===== src/rtl/alu_arbiter_ctrl.sv =====
// Shares one combinational ALU between two requesters, round robin, with one operation in flight.
// Grant to response takes 2 cycles. Requests wait outside IDLE, and RESP holds until the owner takes the result.
module alu_arbiter_ctrl #(
   parameter int DATA_W = 8,
   parameter int OP_W   = 3,
   parameter int CNT_W  = 16
)(
   input  logic              clk,
   input  logic              rst_n,
   input  logic              r0_req_valid,
   output logic              r0_req_ready,
   input  logic [DATA_W-1:0] r0_req_a,
   input  logic [DATA_W-1:0] r0_req_b,
   input  logic [OP_W-1:0]   r0_req_op,
   output logic              r0_rsp_valid,
   input  logic              r0_rsp_ready,
   output logic [DATA_W-1:0] r0_rsp_data,
   input  logic              r1_req_valid,
   output logic              r1_req_ready,
   input  logic [DATA_W-1:0] r1_req_a,
   input  logic [DATA_W-1:0] r1_req_b,
   input  logic [OP_W-1:0]   r1_req_op,
   output logic              r1_rsp_valid,
   input  logic              r1_rsp_ready,
   output logic [DATA_W-1:0] r1_rsp_data,
   output logic [DATA_W-1:0] alu_a,
   output logic [DATA_W-1:0] alu_b,
   output logic [OP_W-1:0]   alu_opcode,
   input  logic [DATA_W-1:0] alu_out,
   output logic              busy,
   output logic [CNT_W-1:0]  op_count
);

   typedef enum logic [1:0] {S_IDLE = 2'd0, S_EXEC = 2'd1, S_RESP = 2'd2} state_t;

   state_t            r_state;
   state_t            w_next_state;
   logic [DATA_W-1:0] r_a, r_b, r_res;
   logic [OP_W-1:0]   r_op;
   logic              r_owner;
   logic              r_last_grant;
   logic [CNT_W-1:0]  r_count;

   logic w_grant_id;
   logic w_accept;
   logic w_rsp_hs;

   // The accept term is gated by rst_n so that req_ready reads 0 while reset is held.
   always_comb begin
      if (r0_req_valid && r1_req_valid)
         w_grant_id = ~r_last_grant;
      else
         w_grant_id = r1_req_valid;
      w_accept = rst_n && (r_state == S_IDLE) && (r0_req_valid || r1_req_valid);
      w_rsp_hs = (r_state == S_RESP) && (r_owner ? r1_rsp_ready : r0_rsp_ready);
   end

   always_ff @(posedge clk or negedge rst_n) begin
      if (!rst_n)
         r_state <= S_IDLE;
      else
         r_state <= w_next_state;
   end

   always_comb begin
      w_next_state = r_state;
      case (r_state)
         S_IDLE:  if (w_accept) w_next_state = S_EXEC;
         S_EXEC:  w_next_state = S_RESP;
         S_RESP:  if (w_rsp_hs) w_next_state = S_IDLE;
         default: w_next_state = S_IDLE;
      endcase
   end

   always_comb begin
      r0_req_ready = w_accept && !w_grant_id;
      r1_req_ready = w_accept &&  w_grant_id;
      r0_rsp_valid = (r_state == S_RESP) && !r_owner;
      r1_rsp_valid = (r_state == S_RESP) &&  r_owner;
      r0_rsp_data  = ((r_state == S_RESP) && !r_owner) ? r_res : '0;
      r1_rsp_data  = ((r_state == S_RESP) &&  r_owner) ? r_res : '0;
      busy         = (r_state != S_IDLE);
   end

   always_ff @(posedge clk or negedge rst_n) begin
      if (!rst_n) begin
         r_a          <= '0;
         r_b          <= '0;
         r_op         <= '0;
         r_res        <= '0;
         r_owner      <= 1'b0;
         r_last_grant <= 1'b1;
         r_count      <= '0;
      end else begin
         if (w_accept) begin
            r_a     <= w_grant_id ? r1_req_a  : r0_req_a;
            r_b     <= w_grant_id ? r1_req_b  : r0_req_b;
            r_op    <= w_grant_id ? r1_req_op : r0_req_op;
            r_owner <= w_grant_id;
         end
         if (r_state == S_EXEC)
            r_res <= alu_out;
         if (w_rsp_hs) begin
            r_last_grant <= r_owner;
            r_count      <= r_count + CNT_W'(1);
         end
      end
   end

   assign alu_a      = r_a;
   assign alu_b      = r_b;
   assign alu_opcode = r_op;
   assign op_count   = r_count;

endmodule


===== config.mk =====
export PLATFORM = sky130hd
export DESIGN_NAME = alu_arbiter_ctrl
export DESIGN_NICKNAME = d
export VERILOG_FILES = /design/src/rtl/alu_arbiter_ctrl.sv
export SDC_FILE = /design/constraint.sdc
export NUM_CORES = 1
export LEC_CHECK = 0
export BUFFER_PORTS_ARGS = -buffer_cell sky130_fd_sc_hd__buf_4
export CAP_MARGIN = 10
export CORE_ASPECT_RATIO = 0.5
export CORE_MARGIN = 4
export CORE_UTILIZATION = 35
export CTS_BUF_LIST = sky130_fd_sc_hd__clkbuf_8
export DETAILED_ROUTE_END_ITERATION = 10
export GPL_TIMING_DRIVEN = 0
export PLACE_DENSITY_LB_ADDON = 0.25
export SLEW_MARGIN = 30
export SYNTH_ARGS = -nofsm -noshare
export SYNTH_HDL_FRONTEND = slang
export SYNTH_SLANG_ARGS = --single-unit
export TNS_END_PERCENT = 30

===== constraint.sdc =====
create_clock -name clk -period 2 [get_ports clk]
set_clock_uncertainty 0.15 [all_clocks]
set_input_delay 0.3 -clock clk [delete_from_list [all_inputs] [get_ports clk]]
set_output_delay 0.3 -clock clk [all_outputs]
set_load 0.05 [all_outputs]

Yosys cells after proc, flatten, opt, wreduce, memory -nomap -nowiden
Index checks and enable logic that the tools add are counted.
Word-level totals
  register bits: 47
  logic and storage cells: 38
Operators by class
  $add $sub $neg: 1
  eq/ne operators: 4
  mux-type cells: 10
  bitwise operators: 1
  reduce and logical (&&, ||, !) cells: 14
Operators with widths (count)
  2-to-1 mux 8 bit: 4
  adder 16 x 1 -> 16 bit, second input constant: 1
  logical AND 1 bit: 8
  one-hot mux 2 bit (3 select lines): 1
  2-to-1 mux 2 bit: 2
  != test 2 bit, second input constant: 2
  2-to-1 mux 3 bit: 1
  == test 2 x 1 -> 1 bit, second input constant: 1
  == test 2 bit, second input constant: 1
  zero test 1 bit: 2
  zero test 2 bit: 1
  2-to-1 mux 1 bit: 2
  AND reduction 2 bit: 1
  nonzero test 2 bit: 1
  logical OR 1 bit: 1
  NOT 1 bit: 1

Logic depth before layout (Yosys ltp)
Gate-level depths: netlist of the first run.
  word-level depth: 5
  gate-level depth with buffers: 5

Least setup slack after synthesis of the first run
No wires, ideal clock.
  path kind: flip-flop to output port
  start point: register r_state[0]
  end point: output port r0_rsp_data[0]
  arrival: 1.953 ns
  data required time: 1.550 ns
  slack: -0.403 ns
  cell stages (with the launch flop): 4
  cell sequence: dfrtp_1 -> nand2b_1 -> nor2_1 -> and2_1
On the way
  word-level cells in the longest chain between the ends: 3
RTL lines
  start: declaration: RTL line 36  | state_t r_state;
  start signal: assignment: RTL line 62  | r_state <= w_next_state;
  == test 2 bit
  logical AND 1 bit
  net r0_rsp_valid: RTL line 15  | output logic r0_rsp_valid,
  2-to-1 mux 8 bit: RTL line 80  | r0_rsp_data = ((r_state == S_RESP) && !r_owner) ? r_res : '0;
  end: declaration: RTL line 17  | output logic [DATA_W-1:0] r0_rsp_data,
The timed path passes the listed nets, and every way through them passes these cells.

Worst setup path in the final report of the first run
  start point: register r_state[1]
  end point: output port r0_req_ready
On the way
  word-level cells in the longest chain between the ends: 4
RTL lines
  zero test 2 bit: RTL line 54  | w_accept = rst_n && (r_state == S_IDLE) && (r0_req_valid || r1_req_valid);
  logical AND 1 bit (2 in a row): RTL line 54
  logical AND 1 bit: RTL line 76  | r0_req_ready = w_accept && !w_grant_id;
  end: declaration: RTL line 11  | output logic r0_req_ready,
No other way between the ends.

==> results.toml, run 1 <==
[detailed_routing]
antenna_violating_nets_post_route = 0
remaining_drc_errors = 0
detailedRoute.firstPassIterationCount = 4
routedWlPerCell_um = 14.5
routed_via_density = 4.71
dr_vias = 1898
drt_first_iter_violations = 89
route.final.wire_length_um = 5830

[clock_tree]
cts_root_buffer = "clkbuf_8"
clock_buffer_count_from_cts = 5
clk_pin_slew_ns = 0.08
htree_num_levels = 2
clock_sinks = 47
cts_tree = "built"
max-clock-path-buffers = 2
worst_skew_pair.late_latency_ns = 0.29

[sta]
timing.final.max_slew_violations = 0
fmax_ghz = 0.506
fin_crit_sh_pct = 98.8
timing.final.setup_violations = 0
worst_slew_pin_slew_ns = 0.548
post-route-min-period_ns = 1.98
whs_ns = -0.219
grt_setup_unrepaired = "true"
hold_viol_final = 46
maxSlewHeadroom_pct = 62.4
layout_setup_ws_ns = 0.0242

[status]
run_status = "finished with violations"
violations_in_the_final_reports = "negative hold slack"

[synthesis]
mappedNetlistNets = 253
synthesis.yosys.warnings = 0
seq_area_frac_synth_pct = 54.4
synthesis.area_um2 = 2160
netlist_instances = 200
synth_top_cell_area_share_pct = 53.2
synthArstFlopShare_pct = 100
synth_enable_flop_cells = 0
synth-seq-cells = 47
library_cell_with_the_largest_summed_area_after_synthesis = "dfrtp_1"
synth_flop_cell = "dfrtp_1"
commonest_cells_in_the_netlist = "dfrtp_1, nand2_1, mux2i_1, o21ai_0, and3_1"
ys_top_cells_by_area = "dfrtp_1, mux2i_1, nand2_1"
yosysMostFrequentCell = "dfrtp_1"
yosysUniqueCellTypes = 27
postSynthAreaPerCell_um2 = 10.8

[die]
initial_utilization_pct = 37.8
die_w_um = 119
io_pins = 108
num_rows = 19
die_area_um2 = 7580
core_um2 = 5730
die_height_um = 63.6

[min_path]
hold_path_class = "in -> async"

[setup_path]
critical_path.max_fanout = 4
slowest_delay_ns = 0.46
cp.arrival_ns = 1.53
required_ns = 1.55
r2r_setup_slack_ns = 0.15
worstRegToRegCells = 4
timing.rr.start = "r_owner"
slowest_stage = "dfrtp_2"
crit_path_cell_trace = "nor2_4, o211ai_1, clkbuf_8, a21oi_2, buf_6"
critical_path.endpoint_type = "output pin"
timing.critical_path.from_type = "flip-flop"
worst_r2r_endpoint = "op_count[15]"
timing.setup.critical_path_class = "reg -> out"

[layout]
design.final.nets = 372
final_area_um2 = 3280
drive_gt1_share_pct = 44.5
antenna-diode-count = 0
synth_to_layout_area_growth_pct = 51.6

[power]
power_density_nw_per_um2 = 1510
power_total_mw = 4.96
vdd_ir_drop_max_uv = 586
power_leakage_nw = 1.72

[placed_design]
globalplace.congestion = 0.742
pre_cts_ws_ns = -0.335
post_dp_cell_area_um2 = 3080
dp_hpwl_um = 4340
place.port_buffers = 107

[run]
max_cap_viols = 0

[grt]
globalRouteOverflowTotal = 0
grt_first_pass_wirelength_um = 9550
grt_start_max_net_pins = 49
globalRouteTotalUtil_pct = 15.3
first_global_vias = 1990
initial_antenna_violation_count = 0
==> metrics by stage <==
step,util [%],std cells,TNS [ns]
finish,57.3,403,0
floorplan,-,200,0
CTS,56.6,402,-0.0221
global route,57.3,403,-0.184
global placement,53.8,391,-0.368
detailed placement,53.8,391,-0.607
==> routing by layer <==
layer | vias to the layer above | share of wire, % | global-route usage (%)
li1 | 920 | - | -
met2 | 48 | 53 | 28.0
met4 | 0 | 0.62 | 2.60
met5 | - | 0 | 0
met3 | 4 | 4.0 | 3.49
met1 | 926 | 42 | 18.7
==> report_power, final <==
| group | total (mW) | switching [mW] | internal, mW |
|---|---|---|---|
| combinational | 2.70 | 1.80 | 0.898 |
| sequential | 1.59 | 0.280 | 1.31 |
| clock | 0.673 | 0.311 | 0.362 |
| total | 4.96 | 2.39 | 2.57 |
==> state kept, by name (all words and copies together) (netlist names) <==
name	cells
alu_opcode	3
alu_b	8
r_last_grant	1
r_owner	1
r_res	8
op_count	16
alu_a	8
r_state	2
==> what timing repair did <==
action / 4_1_cts / 5_1_grt
gates resized for setup: 9 / 10
endpoints found under the hold margin: 46 / 46
buffers inserted: 3 / 1
endpoints found under the setup margin: 13 / 21
cloned: 1 / 0
==> cell usage in the layout (no fill, tap or decap), drive strengths merged, types with 9 or more instances in the layout <==
cell	count
buf	113
dfrtp	46
nand2	29
mux2i	20
o21ai	20
clkbuf	12
and3	11
and2	9
xnor2	9
mux2	9
==> layout make-up <==
| class | count | area [um^2] |
|---|---|---|
| clock inverter | 2 | 33.8 |
| clock buffer | 5 | 68.8 |
| timing repair buffer | 111 | 848 |
| multi-input combinational | 142 | 985 |
| tap | 84 | 105 |
| inverter | 3 | 11.3 |
| fill | 526 | 2450 |
| buffer | 9 | 51.3 |
| sequential | 47 | 1180 |
==> cells by family after synthesis <==
logic type / Yosys count / share of synthesized area [%]
adder cells (fa/ha/maj): 1 / 0.578
XOR/XNOR: 15 / 6.07
AND/OR/NAND/NOR: 72 / 16.9
AO/OA/AOI/OAI: 24 / 5.90
buffers and inverters: 12 / 2.20
flip-flops: 47 / 54.4
multiplexers: 29 / 13.9
==> critical path: cells and delay by family, from the launching register on <==
kind | cells | cell delay, ns
buffers and inverters | 2 | 0.38
flip-flops | 1 | 0.46
AO/OA/AOI/OAI | 2 | 0.27
AND/OR/NAND/NOR | 1 | 0.14
==> worst max path at each step <==
stage	from	endpoint	slack [ns]	cells after the start
6_report	r_state[1]	r0_req_ready	0.02	5
5_1_grt	r_state[1]	r0_req_ready	-0.05	5
4_1_cts	r_state[1]	r1_req_ready	-0.02	5
3_5_place_dp	rst_n	r0_req_ready	-0.34	5
3_3_place_gp	rst_n	r0_req_ready	-0.31	5
2_1_floorplan	op_count[3]	op_count[15]	0.1	4
(Power assumes the default switching activity.)
==> inputs of run 2 (changes only) <==
--- a/config.mk
+++ b/config.mk
@@ -5,6 +5,7 @@
 export SDC_FILE = /design/constraint.sdc
 export NUM_CORES = 1
 export LEC_CHECK = 0
+export ABC_AREA = 1
 export BUFFER_PORTS_ARGS = -buffer_cell sky130_fd_sc_hd__buf_4
 export CAP_MARGIN = 10
 export CORE_ASPECT_RATIO = 0.5
==> results.toml, run 2 <==
[synthesis]
synth_flop_cell = "dfrtp_1"
synth_top_cell_area_share_pct = 49.1
synth_enable_flop_cells = 0
ys_top_cells_by_area = "dfrtp_1, nand2_1, nand3_1"
synth-seq-cells = 47
yosysMostFrequentCell = "nand2_1"
synthesis.yosys.warnings = 0
mappedNetlistNets = 354
netlist_instances = 301
postSynthAreaPerCell_um2 = 7.78
seq_area_frac_synth_pct = 50.3
commonest_cells_in_the_netlist = "nand2_1, dfrtp_1, nor2_1, inv_1, nand3_1"
synthArstFlopShare_pct = 100
synthesis.area_um2 = 2340
yosysUniqueCellTypes = 23
library_cell_with_the_largest_summed_area_after_synthesis = "dfrtp_1"

[power]
power.share.combinational_pct = 57.6
cell_internal_power_dissipation_mw = 2.63
power_density_nw_per_um2 = 1480
share_seq_of_total_power_pct = 29.1
power_leakage_nw = 1.91
vdd_ir_drop_max_uv = 841
switching_power_summed_over_all_nets_mw = 2.71
clock_power_share_pct = 13.3
switching_share_pct = 50.7

[sta]
fin_crit_sh_pct = 98.1
worst_slew_pin_slew_ns = 0.386
layout_setup_ws_ns = 0.0375
final.setup.tns_ns = 0
timing.final.max_slew_violations = 0
hold_viol_final = 46
timing.final.setup_violations = 0
post-route-min-period_ns = 1.96
maxSlewHeadroom_pct = 74.3
grt_setup_unrepaired = "true"
whs_ns = -0.221
fmax_ghz = 0.510

[placed_design]
post_dp_cell_area_um2 = 3330
pre_cts_ws_ns = -0.225
dp_cells = 496
dp_hpwl_um = 4830
globalplace.congestion = 0.795
place.port_buffers = 107

[layout]
antenna-diode-count = 0
largest_reg_flops = 16
most-common-layout-cells = "nand2_1, buf_4, dfrtp_1, nand3_1, inv_1"
drive_gt1_share_pct = 38.0
final_area_um2 = 3590
final_cell_count_no_fill = 509
design.final.nets = 473
synth_to_layout_area_growth_pct = 53.5

[die]
die_w_um = 124
initial_utilization_pct = 37.3
core_um2 = 6280
die_area_um2 = 8140
die_height_um = 65.8
io_pins = 108
num_rows = 20

[detailed_routing]
routed_via_density = 4.58
remaining_drc_errors = 0
routedWlPerCell_um = 12.5
drt_first_iter_violations = 91
dr_vias = 2330
detailedRoute.firstPassIterationCount = 4
route.final.wire_length_um = 6350
antenna_violating_nets_post_route = 0

[grt]
initial_antenna_violation_count = 0
globalRouteOverflowTotal = 0
global_route.usage.met1_pct = 20.3
layer_carrying_the_most_global_route_usage = "met2"
grt_first_pass_wirelength_um = 10600
first_global_vias = 2347
grtUsageMet3_pct = 3.08
globalRouteTotalUtil_pct = 16.3
grt_start_max_net_pins = 49
globalRouteMet2Util_pct = 29.3

[clock_tree]
cts_root_buffer = "clkbuf_8"
htree_num_levels = 2
clk_pin_slew_ns = 0.09
worst_skew_pair.late_latency_ns = 0.30
clock_buffer_count_from_cts = 5
cts_tree = "built"
clock_sinks = 47
max-clock-path-buffers = 2

[min_path]
hold_path_class = "in -> async"

[setup_path]
critical_path.max_fanout = 10
timing.critical_path.from_type = "flip-flop"
timing.setup.critical_path_class = "reg -> out"
critical_path.endpoint_type = "output pin"
cp.arrival_ns = 1.51
required_ns = 1.55

[run]
max_cap_viols = 0

[status]
run_status = "finished with violations"
violations_in_the_final_reports = "negative hold slack"
run 2: through the flow:
stage | power, mW | util (%)
after floorplan | 3.59 | -
after global placement | 4.44 | 53.0
after detailed placement | 4.50 | 53.0
after CTS | 5.29 | 55.6
after global routing | 5.65 | 57.2
final | 5.34 | 57.2
run 2: final timing paths:
path                       slack [ns]      endpoint        start  cells after the start
max in group asynchronous        1.61  r_last_grant        rst_n                      1
min reg2reg                      0.35      alu_a[0]     alu_a[0]                      2
max reg2reg                      0.42      alu_a[0]   r_state[1]                      8
min in group clk                 0.05      alu_b[2]  r1_req_b[2]                      3
max                              0.04  r1_req_ready   r_state[1]                      5
min                             -0.22      alu_b[3]        rst_n                      1
run 2: worst max-delay path, cell delays in order, from the launching register on:
cell	delay, ns
dfrtp_1	0.44
nor2_2	0.20
nand2_2	0.13
nor2_2	0.13
buf_6	0.16
buf_6	0.16
run 2: area by class of cell:
type | instances | area (um^2)
tap | 88 | 110
clock buffer | 5 | 68.8
inverter | 33 | 128
fill | 574 | 2690
buffer | 8 | 61.3
sequential | 47 | 1180
multi-input combinational | 213 | 1090
clock inverter | 3 | 43.8
timing repair buffer | 112 | 916
run 2: timing repair:
action / in CTS / in global routing
pin swaps: 0 / 2
endpoints found under the hold margin: 46 / 46
setup endpoints to repair: 19 / 18
resized for setup: 9 / 21
setup buffers: 1 / 4
run 2: per-layer routing:
metal	wire length [um]	part of all wire (%)
met5	0	0
met4	37	0.58
met1	2740	43
met3	289	4.5
met2	3280	52
run 2: power groups by stage:
stage | logic, mW | clock network [mW] | registers (mW)
after global placement | 2.90 | 0 | 1.53
after floorplan | 1.24 | 0 | 2.36
final | 3.08 | 0.710 | 1.55
after global routing | 3.26 | 0.776 | 1.61
after detailed placement | 2.95 | 0 | 1.55
after CTS | 3.01 | 0.742 | 1.54
run 2: cells by family (layout without fill, tap and decap cells):
kind of cell	Yosys count	after routing	synth area share [%]
flops	47	47	50.3
buf+inv	41	161	7.48
xor+xnor	6	6	2.24
simple gates	194	194	36.9
fa+ha+maj	1	1	0.534
compound gates	12	12	2.56
==> inputs of run 3 (changes only) <==
--- a/config.mk
+++ b/config.mk
@@ -13,9 +13,8 @@
 export CORE_UTILIZATION = 35
 export CTS_BUF_LIST = sky130_fd_sc_hd__clkbuf_8
 export DETAILED_ROUTE_END_ITERATION = 10
-export GPL_TIMING_DRIVEN = 0
 export PLACE_DENSITY_LB_ADDON = 0.25
-export SLEW_MARGIN = 30
+export SLEW_MARGIN = 10
 export SYNTH_ARGS = -nofsm -noshare
 export SYNTH_HDL_FRONTEND = slang
 export SYNTH_SLANG_ARGS = --single-unit
==> results.toml, run 3 (synthesized netlist as in run 2, its figures left out) <==
[die]
die_height_um = 65.8
die_w_um = 124
num_rows = 20
die_area_um2 = 8140
initial_utilization_pct = 37.3
core_um2 = 6280
io_pins = 108

[detailed_routing]
dr_vias = 2263
drt_first_iter_violations = 102
detailedRoute.firstPassIterationCount = 4
antenna_violating_nets_post_route = 0
routedWlPerCell_um = 12.4
remaining_drc_errors = 0
route.final.wire_length_um = 6280
routed_via_density = 4.48

[sta]
hold_viol_final = 0
timing.final.setup_violations = 0
maxSlewHeadroom_pct = 60.8
grt_setup_unrepaired = "true"
fin_crit_sh_pct = 96.4
post-route-min-period_ns = 1.93
worst_slew_pin_slew_ns = 0.589
layout_setup_ws_ns = 0.0718
fmax_ghz = 0.519
timing.final.max_slew_violations = 0

[layout]
largest_reg_flops = 16
drive_gt1_share_pct = 35.7
final_area_um2 = 3520
antenna-diode-count = 0
layout_commonest_cell = "buf_4"
synth_to_layout_area_growth_pct = 50.2
fillers = 575
utilization_pct = 56.0
most-common-layout-cells = "buf_4, nand2_1, dfrtp_1, nor2_1, nand3_1"
design.final.nets = 469

[power]
power.share.combinational_pct = 57.1
power_total_mw = 5.24
power_density_nw_per_um2 = 1490
share_seq_of_total_power_pct = 29.6
clock_power_share_pct = 13.3
cell_internal_power_dissipation_mw = 2.58
switching_share_pct = 50.9
switching_power_summed_over_all_nets_mw = 2.67
power_leakage_nw = 1.88
vdd_ir_drop_max_uv = 754

[clock_tree]
cts_tree = "built"
clock_buffer_count_from_cts = 5
htree_num_levels = 2
clock_sinks = 47
clk_pin_slew_ns = 0.09
cts_root_buffer = "clkbuf_8"
worst_skew_pair.late_latency_ns = 0.30
max-clock-path-buffers = 2

[setup_path]
critical_path.max_fanout = 8
required_ns = 1.55
critical_path.endpoint_type = "output pin"
timing.setup.critical_path_class = "reg -> out"
timing.critical_path.from_type = "flip-flop"
cp.arrival_ns = 1.48

[grt]
globalRouteOverflowTotal = 0
first_global_vias = 2300
grt_first_pass_wirelength_um = 10300
initial_antenna_violation_count = 0
globalRouteTotalUtil_pct = 15.9
grt_start_max_net_pins = 48

[status]
run_status = "finished, final reports clean"

[min_path]
hold_path_class = "in -> reg"

[placed_design]
place.port_buffers = 107
pre_cts_ws_ns = 0.162
dp_hpwl_um = 4750
globalplace.congestion = 0.791
post_dp_cell_area_um2 = 3320

[run]
max_cap_viols = 0
## run 3: final timing paths
| check | startpoint | end | slack, ns | cells after the start |
|---|---|---|---|---|
| worst min register to register | r_last_grant | r_last_grant | 0.35 | 2 |
| worst max register to register | r_state[1] | alu_b[3] | 0.41 | 6 |
| worst max-delay path | r_state[0] | r0_rsp_data[4] | 0.07 | 7 |
| worst min-delay path | r1_req_b[1] | alu_b[1] | 0.06 | 3 |
| max in group asynchronous | rst_n | alu_a[0] | 0.80 | 3 |
| min in group asynchronous | rst_n | r_state[1] | 0.50 | 3 |
## run 3: per-layer routing
metal	wire (um)	part of all wire [%]	track usage, %	vias up
met1	2700	43	19.3	1056
met2	3280	52	29.5	51
li1	-	-	-	1152
met5	0	0	0	-
met4	34	0.54	3.31	0
met3	273	4.3	3.16	4
## run 3: cell type report
class                   count  area (um^2)  share of cell area (%)
flip-flops and latches     47         1180                    33.5
multi-input cells         213         1070                    30.5
repair buffers            116          920                    26.1
inverters                  33          128                    3.63
well taps                  88          110                    3.13
clock buffers               5         68.8                    1.96
clock inverters             3         41.3                    1.17
## run 3: power groups by stage
| stage | clock [mW] | sequential [mW] | combinational, mW |
|---|---|---|---|
| after CTS | 0.720 | 1.54 | 2.96 |
| after global routing | 0.755 | 1.60 | 3.19 |
| after detailed placement | 0 | 1.55 | 2.93 |
| after global placement | 0 | 1.53 | 2.88 |
| after floorplan | 0 | 2.36 | 1.24 |
| final | 0.696 | 1.55 | 3.00 |
## run 3: worst max-delay path: stages (launching register included)
cell        delay, ns
dfrtp_1          0.40
inv_2            0.08
nand2_4          0.06
nor2_4           0.13
clkinvlp_4       0.11
buf_12           0.16
nor2_4           0.08
buf_6            0.16
## run 3: stage by stage
step           instances  hold WS, ns  setup TNS (ns)
2_1_floorplan        301       -0.146          -0.405
3_3_place_gp         493        0.296               0
3_5_place_dp         493        0.304               0
4_1_cts              503       0.0486               0
5_1_grt              505       0.0556          -0.220
6_report             505       0.0581               0
## run 3: timing repair
action,CTS,global route
resized for setup,1,12
endpoints found under the setup margin,17,18
gates cloned,0,0
hold buffers,1,0
endpoints found under the hold margin,46,0
pin swaps,0,2
buffers inserted,1,2
